File: src/rtl/onehot_decoder.sv
// onehot_decoder: registered binary index to one-hot strobes, asynchronous active-high reset.
// Define DECODER_DOUT_V_EN to add the dout_v output (din_v delayed by one cycle).
module onehot_decoder #(
  parameter int DOUT_WIDTH = 16,
  parameter int DIN_WIDTH  = $clog2(DOUT_WIDTH)
) (
  input  logic                  clk,
  input  logic                  rst,
  input  logic [DIN_WIDTH-1:0]  din,
  input  logic                  din_v,
`ifdef DECODER_DOUT_V_EN
  output logic                  dout_v,
`endif
  output logic [DOUT_WIDTH-1:0] dout
);
  logic [DOUT_WIDTH-1:0] dec;
  logic [DOUT_WIDTH-1:0] dout_d, dout_q;
  // An out-of-range index matches no lane, so it decodes to all zeros.
  always_comb begin
    dec = '0;
    for (int i = 0; i < DOUT_WIDTH; i++) dec[i] = din == DIN_WIDTH'(i);
  end
  assign dout_d = din_v ? dec : dout_q;
  always_ff @(posedge clk or posedge rst) begin
    if (rst) dout_q <= '0;
    else     dout_q <= dout_d;
  end
  assign dout = dout_q;
`ifdef DECODER_DOUT_V_EN
  logic dout_v_q;
  always_ff @(posedge clk or posedge rst) begin
    if (rst) dout_v_q <= 1'b0;
    else     dout_v_q <= din_v;
  end
  assign dout_v = dout_v_q;
`endif
endmodule

File: config.mk
export PLATFORM = sky130hd
export DESIGN_NAME = onehot_decoder
export DESIGN_NICKNAME = d
export VERILOG_FILES = /design/src/rtl/onehot_decoder.sv
export SDC_FILE = /design/constraint.sdc
export NUM_CORES = 1
export LEC_CHECK = 0
export BUFFER_PORTS_ARGS = -buffer_cell sky130_fd_sc_hd__buf_2
export CORE_UTILIZATION = 51
export CTS_CLUSTER_DIAMETER = 120
export DETAILED_ROUTE_END_ITERATION = 12
export PLACE_DENSITY = 0.8
export SYNTH_ARGS = -nofsm -noshare
export SYNTH_HDL_FRONTEND = slang
export SYNTH_SLANG_ARGS = --single-unit
File: constraint.sdc
create_clock -name clk -period 1.43 [get_ports clk]
set_clock_uncertainty 0.2 [all_clocks]
set_input_delay 0.286 -clock clk [delete_from_list [all_inputs] [get_ports clk]]
set_output_delay 0.286 -clock clk [all_outputs]
set_load 0.05 [all_outputs]
==> results of run 1 <==
==> metrics by stage <==
step | area (sq um) | setup WS [ns] | hold slack (ns) | util, % | instances
2_1_floorplan | 721 | 0.154 | -0.000261 | - | 59
4_1_cts | 903 | 0.0233 | 0.135 | 69.4 | 100
3_3_place_gp | 857 | 0.225 | 0.0936 | 65.9 | 95
5_1_grt | 908 | 0.00203 | 0.145 | 69.8 | 100
3_5_place_dp | 857 | 0.191 | 0.0993 | 65.9 | 95
6_report | 908 | 0.0407 | 0.142 | 69.8 | 100
==> final cells by class <==
type	count	area (sq um)	share of cell area, %
Tap cell	15	18.8	2.07
Clock buffer	4	36.3	3.99
Sequential cell	16	400	44.1
Multi-Input combinational cell	38	293	32.2
Timing Repair Buffer	25	153	16.8
Inverter	2	7.51	0.826
==> Yosys cell counts <==
library cell  instances
buf_4                 2
inv_1                 2
nor2b_1              16
buf_2                 1
a31o_1                6
mux2i_1               1
nor2_1                2
dfrtp_1              16
and2b_4               2
nand4_1               1
a41o_2                1
a41o_1                5
nor2b_2               1
a31o_2                3
==> final timing paths <==
check	start	to	slack, ns	cells past startpoint
setup / recovery	dout[7]$_DFFE_PP0P_	dout[7]	0.04	1
min in group asynchronous	rst	dout[2]$_DFFE_PP0P_	0.33	4
setup reg to reg	dout[12]$_DFFE_PP0P_	dout[12]$_DFFE_PP0P_	0.39	2
hold reg to reg	dout[15]$_DFFE_PP0P_	dout[15]$_DFFE_PP0P_	0.32	2
hold / removal	din[3]	dout[13]$_DFFE_PP0P_	0.14	2
max in group asynchronous	rst	dout[12]$_DFFE_PP0P_	0.52	4
==> cells by family after synthesis <==
| group | after synthesis | synth area share [%] |
|---|---|---|
| AO/OA/AOI/OAI | 15 | 19.4 |
| flip-flops | 16 | 55.6 |
| multiplexers | 1 | 1.39 |
| buffers and inverters | 5 | 3.82 |
| AND/OR/NAND/NOR | 22 | 19.8 |
==> routing by layer <==
layer	vias up	GRT usage [%]	part of all wire, %
met5	-	0	0
met2	12	34.4	50
met3	2	3.41	3.2
met4	0	15.5	1.1
li1	264	-	-
met1	261	27.0	46
==> worst register-to-register path, stage by stage (launching register included) <==
cell,delay (ns)
dfrtp_1,0.39
nor2b_1,0.13
a41o_2,0.22
==> what timing repair did <==
action	CTS	global route
resized for setup	0	2
hold buffers	1	0
hold endpoints to repair	16	0
setup endpoints to repair	0	2
==> power breakdown <==
| group | internal [uW] | leakage (uW) | switching, uW |
|---|---|---|---|
| Combinational | 52.9 | 0.000280 | 115 |
| Sequential | 468 | 0.000220 | 6.61 |
| Clock | 155 | 0.0000210 | 146 |
| Total | 676 | 0.000521 | 268 |
==> flow_summary.ini, run 1 <==
[global_route]
grt_pass1_vias = 479
grt_first_pass_wirelength_mm = 2.15
grt_util_all_layers_pct = 21.9
overflow = 0
grt_max_degree = 32
antenna_found_initial = 0

[die]
core-area_sq_um = 1300
ioPinCount = 23
die_x_um = 39.6
die_area_sq_um = 1570
row_count = 13
initial_utilization_pct = 55.4
die_y_um = 39.6

[yosys]
synth_area_per_cell_sq_um = 12.2
yosysUniqueCellTypes = 14
yosys_warnings = 0
synth_nets = 66
synth_top_cell_area_share_pct = 55.6
ys_seq_elements = 16
synth_cells = 59
yosysTopAreaCell = dfrtp_1
syn_area_sq_um = 721
seq_area_frac_synth_pct = 55.6
netlist_top_cells_area = dfrtp_1 56%, nor2b_1 14%, a31o_1 7.3%, a41o_1 6.9%, a31o_2 3.6%

[clock_network]
numCtsBuffers = 3
clk_pin_slew_ns = 0.10
root_buffer = clkbuf_4
clockBufferDepth = 2
postCtsSetupBuffers = 0
cts_tree = done
numClockSinks = 16
htreeDepth = 1
worstSkewPairLatency_ns = 0.28

[timing]
finalCritPeriodShare_pct = 97.2
hold_viol = 0
slew_violations = 0
fin_tns_setup_ns = 0
slew-limit-headroom_pct = 75.9
fin_crit_ns = 1.39
setup-violations-final = 0
worst_pin_slew_ns = 0.360
clock.fmax_mhz = 720
rsz0062_at_grt = no

[detailed_routing]
dr.pass1.iters = 2
drc = 0
drt.antenna.violating_nets = 0
wl_mm = 1.42
post_drt_via_cell_ratio = 5.39
drtIter0Drc = 3
routedWlPerCell_um = 14.2
vias = 539

[power_and_ir_drop]
totalPowerFinal_uw = 943
peakVddDrop_v = 0.000726
p_per_area_nw_per_um2 = 1040
total_leakage_power_uw = 0.000521

[layout]
antennaDiodeCount = 0
nets = 93
fill_cells = 116
final_cell_mix = 20 x buf_2, 16 x nor2b_1, 16 x dfrtp_1
drive_above_1_share_pct = 41.2
largest_register_ffs = 16
final_common_cell = buf_2
syn_to_final_growth_pct = 26.0

[setup_path]
cp.buffers_inverters = 1
slowest_delay_ns = 0.35
cp_cell_sequence = buf_2
worstPathRequired_ns = 0.94
startpoint_type = register
cpLargestDelayFamily = flip-flops
cp_slowest_cell = dfrtp_1
end_kind = output pin
critPathArrivalTime_ns = 0.90
critPathMaxFanout = 2
worstSetupPathType = register to output pin

[run_status]
status = completed

[place]
place_congestion = 0.770
portBuffers = 22

[hold_path]
hold_path.class = input port to register

[flow_run]
max-cap-violations = 0
Power figures use the tool's default switching activity.
==> run 2: changes to the inputs <==
--- a/config.mk
+++ b/config.mk
@@ -5,6 +5,8 @@
 export SDC_FILE = /design/constraint.sdc
 export NUM_CORES = 1
 export LEC_CHECK = 0
+export ABC_AREA = 1
+export ABC_CLOCK_PERIOD_IN_PS = 1430
 export BUFFER_PORTS_ARGS = -buffer_cell sky130_fd_sc_hd__buf_2
 export CORE_UTILIZATION = 51
 export CTS_CLUSTER_DIAMETER = 120
==> run 2 against run 1 <==
  * Cell area down 2.6%
  * Global-route usage is 1.9 points lower
  * Sequential share of layout area rose by 1.2 points
  * Power decreased by 9.3%
  * Largest cell class unchanged
  * Largest power group unchanged
==> flow_summary.ini, run 2 <==
[timing]
slew_violations = 0
rsz0062_at_grt = no
fin_crit_ns = 1.38
fin_tns_setup_ns = 0
hold_viol = 0
finalCritPeriodShare_pct = 96.7
worst_pin_slew_ns = 0.302
slew-limit-headroom_pct = 79.9
setup-violations-final = 0
clock.fmax_mhz = 724

[setup_path]
cp_cell_sequence = buf_2
worstSetupPathType = register to output pin
end_kind = output pin
r2r_setup_slack_ns = 0.45
cp_slowest_cell = dfrtp_1
critPathArrivalTime_ns = 0.90
critPathMaxFanout = 2
startpoint_type = register
cp.buffers_inverters = 1
worstPathRequired_ns = 0.94
cpLargestDelayFamily = flip-flops
slowest_delay_ns = 0.36

[layout]
largest_register_ffs = 16
utilization_pct = 67.1
nets = 120
antennaDiodeCount = 0
drive_above_1_share_pct = 28.8
stdcell_area_sq_um = 885
final_common_cell = nand2_1
final_cell_mix = 25 x nand2_1, 18 x buf_2, 16 x dfrtp_1
syn_to_final_growth_pct = 20.6

[die]
die_area_sq_um = 1590
ioPinCount = 23
row_count = 13
die_y_um = 39.9
die_x_um = 39.9
core-area_sq_um = 1320
initial_utilization_pct = 55.7

[clock_network]
worstSkewPairLatency_ns = 0.27
root_buffer = clkbuf_4
numClockSinks = 16
cts_tree = done
postCtsSetupBuffers = 0
numCtsBuffers = 3
htreeDepth = 1
clk_pin_slew_ns = 0.08
clockBufferDepth = 2

[power_and_ir_drop]
p_per_area_nw_per_um2 = 968
peakVddDrop_v = 0.000524
total_leakage_power_uw = 0.000524
totalPowerFinal_uw = 856

[global_route]
grt_max_degree = 19
grt_pass1_vias = 490
grt_util_all_layers_pct = 20.0
overflow = 0
grt_first_pass_wirelength_mm = 2.06
antenna_found_initial = 0

[detailed_routing]
drc = 0
wl_mm = 1.32
post_drt_via_cell_ratio = 4.84
dr.pass1.iters = 4
drt.antenna.violating_nets = 0
routedWlPerCell_um = 10.4
vias = 610
drtIter0Drc = 8

[place]
placed_area_sq_um = 842
portBuffers = 22
place_congestion = 0.840
dp_hpwl_um = 972

[yosys]
syn_area_sq_um = 733
yosysUniqueCellTypes = 12
yosys_warnings = 0
synth.most_common_cell = nand2_1
seq_area_frac_synth_pct = 54.6
synth_nets = 94
synth-edff-count = 0
synthArstFlopShare_pct = 100
ys_seq_elements = 16
synthFlopType = dfrtp_1
netlist_top_cells_area = dfrtp_1 55%, nand2_1 13%, nand3_1 7.5%, nor2_1 5.6%, inv_1 4.6%
synth_top_cell_area_share_pct = 54.6
synth_area_per_cell_sq_um = 8.43
yosysTopAreaCell = dfrtp_1
synth_cells = 87
ys_top_cells_by_count = 25 x nand2_1, 16 x dfrtp_1, 11 x nand3_1, 11 x nor2_1, 9 x inv_1

[flow_run]
max-cap-violations = 0

[run_status]
status = completed

[hold_path]
hold_path.class = input port to register
[run 2: cell families (layout without fill, tap and decap cells)]
| kind of cell | after synthesis | in the layout | share of synthesized area, % |
|---|---|---|---|
| flops | 16 | 16 | 54.6 |
| simple gates | 48 | 48 | 27.3 |
| compound gates | 8 | 8 | 8.19 |
| buf+inv | 15 | 39 | 9.90 |
[run 2: worst paths after layout]
check / startpoint / to / cells past startpoint
max in group asynchronous: rst / dout[3]$_DFFE_PP0P_ / 4
min in group asynchronous: rst / dout[15]$_DFFE_PP0P_ / 4
worst max register to register: dout[5]$_DFFE_PP0P_ / dout[5]$_DFFE_PP0P_ / 3
worst min-delay path: din[1] / dout[7]$_DFFE_PP0P_ / 3
worst min register to register: dout[1]$_DFFE_PP0P_ / dout[1]$_DFFE_PP0P_ / 2
worst max-delay path: dout[4]$_DFFE_PP0P_ / dout[4] / 1
[run 2: layout make-up]
class	count	area [sq um]
Fill cell	118	433
Tap cell	15	18.8
Multi-Input combinational cell	56	260
Clock buffer	3	22.5
Sequential cell	16	400
Inverter	12	45.0
Timing Repair Buffer	24	138
[run 2: timing repair]
item | in CTS | in global routing
endpoints found under the setup margin | 0 | 4
hold endpoints to repair | 16 | 0
hold buffers | 1 | 0
gates resized for setup | 0 | 4
[run 2: per-stage QoR]
step | setup WS (ns) | cells | hold slack [ns]
CTS | 0.0311 | 126 | 0.103
global route | 0.000701 | 126 | 0.115
global placement | 0.272 | 122 | 0.0905
floorplan | 0.268 | 87 | -0.000261
finish | 0.0479 | 126 | 0.113
detailed placement | 0.248 | 122 | 0.0999
[run 2: layer usage]
layer | global-route usage [%] | vias to the layer above | part of all wire (%) | wire length (um)
li1 | - | 316 | - | -
met1 | 26.0 | 275 | 50 | 658
met2 | 30.2 | 15 | 45 | 591
met3 | 5.11 | 4 | 3.3 | 43
met4 | 10.3 | 0 | 1.6 | 21
met5 | 0 | - | 0 | 0
[run 2: power breakdown]
part | total, uW | switching (uW) | internal, uW | leakage [uW]
sequential | 476 | 7.92 | 468 | 0.000220
clock | 222 | 125 | 97.5 | 0.0000138
combinational | 158 | 119 | 39.1 | 0.000290
total | 856 | 251 | 605 | 0.000524
